[src/rtl/reg_file.sv]
// rtl/reg_file.sv - one-write, two-read register file with 1-cycle registered reads and write forwarding
// Optional hardwired-zero r0; every output is a flop.
module reg_file #(
  parameter int WIDTH   = 8,
  parameter int NREGS   = 8,
  parameter int ZERO_R0 = 1,
  localparam int AW     = $clog2(NREGS)
) (
  input  logic             clk,
  input  logic             rst,
  input  logic             WE,
  input  logic [AW-1:0]    waddr,
  input  logic [WIDTH-1:0] wdata,
  input  logic             RE_a,
  input  logic [AW-1:0]    raddr_a,
  output logic [WIDTH-1:0] rdata_a,
  input  logic             RE_b,
  input  logic [AW-1:0]    raddr_b,
  output logic [WIDTH-1:0] rdata_b,
  output logic             wr_seen
);

  logic [WIDTH-1:0] regs [NREGS];
  logic             wr_ok;
  logic [WIDTH-1:0] next_a;
  logic [WIDTH-1:0] next_b;

  assign wr_ok = WE && !((ZERO_R0 != 0) && (waddr == '0));

  // A read of the register being written this edge returns the new data.
  always_comb begin
    next_a = (wr_ok && (raddr_a == waddr)) ? wdata : regs[raddr_a];
    next_b = (wr_ok && (raddr_b == waddr)) ? wdata : regs[raddr_b];
    if ((ZERO_R0 != 0) && (raddr_a == '0)) next_a = '0;
    if ((ZERO_R0 != 0) && (raddr_b == '0)) next_b = '0;
  end

  always_ff @(posedge clk) begin
    if (rst) begin
      for (int i = 0; i < NREGS; i++) regs[i] <= '0;
      rdata_a <= '0;
      rdata_b <= '0;
      wr_seen <= 1'b0;
    end else begin
      if (wr_ok) regs[waddr] <= wdata;
      if (RE_a) rdata_a <= next_a;
      if (RE_b) rdata_b <= next_b;
      wr_seen <= wr_ok;
    end
  end

endmodule

[config.mk]
export PLATFORM = sky130hd
export DESIGN_NAME = reg_file
export DESIGN_NICKNAME = d
export VERILOG_FILES = /design/src/rtl/reg_file.sv
export SDC_FILE = /design/constraint.sdc
export NUM_CORES = 1
export LEC_CHECK = 0
export CELL_PAD_IN_SITES_DETAIL_PLACEMENT = 1
export CELL_PAD_IN_SITES_GLOBAL_PLACEMENT = 2
export CORE_ASPECT_RATIO = 0.9
export CORE_MARGIN = 3
export CORE_UTILIZATION = 47
export CTS_BUF_LIST = sky130_fd_sc_hd__clkbuf_8
export DETAILED_ROUTE_END_ITERATION = 8
export PLACE_DENSITY = 0.95
export SYNTH_ARGS = -nofsm -noshare
export SYNTH_HDL_FRONTEND = slang
export SYNTH_SLANG_ARGS = --single-unit
[constraint.sdc]
create_clock -name clk -period 5.6 [get_ports clk]
set_input_delay 1.68 -clock clk [delete_from_list [all_inputs] [get_ports clk]]
set_output_delay 1.68 -clock clk [all_outputs]
set_load 0.05 [all_outputs]
==> results.md <==
- The layer flagged by global routing as most heavily used is met2.
- The average wire length per cell after detail routing is around 23 µm.
- The finished layout holds about 440 standard cells, fillers aside.
- Global routing consumed, on the met3 layer, 3.385% of the routing resources.
- Yosys mapped a number of flops with a built-in enable equal to 64.
- The floorplan step set the die height to 95.28 µm.
- Cells with a size suffix above 1 make up 19.88% of the layout.
- Data on the critical path arrives at its endpoint at 4040 ps.
- Traced cell by cell, the critical path runs through clkdlybuf4s50_1 -> xor2_1 -> nor4_4 -> and4bb_1 -> a221o_1.
- Dividing the final minimum period by the clock period gives 66.97%.
- The iteration-0 DRC count of the detailed router is 242.
- The cell area that synthesis handed to floorplanning was 4163 µm².
- The number of nets in the layout is 344.
- The via count normalized by instance count is between 5 and 6.
- The number of buffers on the longest clock path is 2.
- Entering global routing, the biggest net connects 19 pins.
- The cell taking the most area after synthesis is edfxtp_1.
- The largest individual stage delay along the critical path comes from the cell clkdlybuf4s50_1.
- Synthesis produced 270 cells.
- The final count of hold timing violations was 0.
- The clock period minus final worst setup slack is 3750 ps.
- The critical path class is input port to flop.
- The highest attainable clock frequency is about 270 MHz.
- The total of buffers placed on input and output ports is 38.
- The number of buffers inserted during clock tree synthesis is 9.
- Across all layers, the routed design uses roughly 2500 vias.
- The number of antenna-violating nets in the routed design is 0.
- The overall die area is 10020 µm².
- VDD sags by at most 131.7 µV.
- In this run the power density over the cells is 281.0 nW/µm².
- The top cell family by delay on the critical path is buffers and inverters.
- After floorplanning, the core was sized to cover 8339 µm².
- At the end of the flow the core is filled with cells to 58.30%.
- The share of flip-flops with an asynchronous set or reset after synthesis is 0%.
- The max-slew violation count is 0.
- The longest individual stage delay on the worst path is 1030 ps.
- Setup repair after global routing left no endpoint under its margin.
- The number of sinks driven by the clock tree is 81.
- After synthesis, the largest area contributor takes up 46.17% of total cell area.
- The synthesized design contains 81 register bits.
- The Yosys step of the flow raised 0 warnings.
- The met1 usage is between 20% and 30%.
- Setup slack closes at 1850 ps.
- The most frequently used flop master after synthesis is edfxtp_1.
- At the pin with the least slew margin, the transition time is 956.1 ps.
- In this run the static leakage power is 0.001696 µW.
- STA classifies the critical path startpoint as an input port.
- The count of endpoints failing setup in the final report is 0.
- The count of standard-cell rows is 31.
- The sequential area share after synthesis is approximately 54%.
- The number of cells after detailed placement is 426.
- TritonCTS built the clock tree.
- Data on the critical path is required at its endpoint by 5890 ps.
- The CTS H-tree depth is 3.
- The most common library cell in the layout ignoring fill and taps is edfxtp_1.
- The post-placement worst setup slack is around 1500 ps.
- After synthesis, the cell types taking the most area are edfxtp_1 (46%), mux4_2 (17%), and2_1 (8.4%), dfxtp_1 (8.2%), a221o_1 (3.8%).
- The tree is rooted in a clkbuf_8.
- In the global route stage, met2 resource usage came out at 35.67%.
- The HPWL after detailed placement is slightly below 8000 µm.
- Post-CTS timing repair inserted 0 buffers for setup.
- The number of antenna violations at the first check in global routing was 0.
- The final instance area is between 4000 and 5000 µm².
- The detailed-route DRC error count is 0.
- The filler cells instantiated in the layout total 815.
- For this run, the detailed router's first-pass iteration total came to 4.
- In this run the worst hold path is classified as flop to flop.
- The category of the worst setup path capture point is a flop.
- Clock latency on the worst-skew pair, taken at its later pin, is around 340 ps.
- Summed over all failing endpoints, the final setup total negative slack is 0 ps.
- The tool flagged a number of max-cap violations equal to 0.
- A synthesized cell averages 15.42 µm².
- The total overflow left after global routing is 0.
- The total global routing track utilization is roughly a fifth.
- Together, buffers and inverters on the worst path number 1.
- The netlist uses 28 different library cells.
- After clock tree synthesis, the clock-pin slew on the worst setup and hold paths is 80 ps.
- In this run the count of I/O pins placed on the die edge is 39.
- In this run, post-CTS repair resized a total of 0 instances.
- The routed wire length is 9994 µm.
- In the layout the commonest cells are edfxtp_1 (64), and2_1 (56), clkdlybuf4s50_1 (38), mux4_2 (32), nor3_1 (18).
- At the end of routability-driven placement, the weighted congestion stood at 0.8102.
- In this run the horizontal extent of the chip is 105.2 µm.
- The cell area after placement is about 4700 µm².
- The via count of the first global-routing pass is 2739.
- The worst relative slew slack is ~36%.
- The worst-case clock skew is 4.595 ps.
- The wire length of the first global-routing pass is 15680 µm.
- The quantity of hold-fixing buffers added after cts is 0.
- The layout overhead on the synthesized area is 16.80%.
- The maximum fanout count along the critical path is 18.
- The number of antenna repair diodes is 0.
- Once the floorplan was initialized, standard cells occupied approximately half of the core.
- The run finished with clean final reports.
-- synthesized netlist by cell type (2+ instances only) --
cell type,instances
o21ai_0,6
mux4_2,32
nor2_1,9
xor2_1,5
dfxtp_1,17
buf_6,8
nand3b_1,2
buf_2,5
nor3_1,18
nor4_4,2
a221o_1,16
and2_1,56
mux2i_1,16
edfxtp_1,64
-- path summary, 6_finish.rpt --
| path | endpoint | cells after the start | slack [ps] | startpoint |
|---|---|---|---|---|
| max reg2reg | rdata_b[1]$_SDFFE_PP0P_ | 4 | 3980 | regs[7][1]$_SDFFCE_PN0P_ |
| max | rdata_a[2]$_SDFFE_PP0P_ | 5 | 1850 | raddr_a[2] |
| min reg2reg | rdata_a[1]$_SDFFE_PP0P_ | 1 | 490 | rdata_a[1]$_SDFFE_PP0P_ |
| min | rdata_a[1]$_SDFFE_PP0P_ | 1 | 490 | rdata_a[1]$_SDFFE_PP0P_ |
-- routing by layer --
metal | part of all wire (%) | routed length [µm]
met2 | 50 | 5014
met1 | 43 | 4305
met4 | 0 | 0
met5 | 0 | 0
met3 | 6.8 | 675
-- logic make-up (layout without fill, tap and decap cells) --
logic type	Yosys count	count (layout)	share of synthesized area (%)
AOI/OAI and AO/OA	24	24	5.711
and+or+nand+nor	95	95	14.31
DFF	81	81	54.34
buffers and inverters	15	65	2.945
other	1	8	0.09008
xor gates and xnor gates	6	6	1.443
muxes	48	48	21.16
-- metrics by stage --
step	power, µW	hold slack (ps)
global route	1422	513.6
global placement	948.4	473.2
floorplan	873.9	844.8
detailed placement	958.3	475.4
CTS	1376	494.6
finish	1366	489.6
-- final cells by class --
cell class	instances	area, µm²	area share (%)
clock buffers	9	123.9	2.548
repair buffers	48	455.4	9.367
clock inverters	7	68.82	1.415
inverters	1	3.754	0.07720
multi-input cells	181	1804	37.11
well taps	115	143.9	2.959
flip-flops and latches	81	2262	46.53
-- power by group --
group | internal [µW] | switching (µW)
clock | 206 | 216
combinational | 102 | 123
sequential | 691 | 28.0
total | 1000 | 367
-- flip-flops by register name (all words and copies together), names as in the netlist --
register,count
regs,64
rdata_a,8
rdata_b,8
wr_seen,1
No activity file was read; power rests on OpenSTA's default activity.
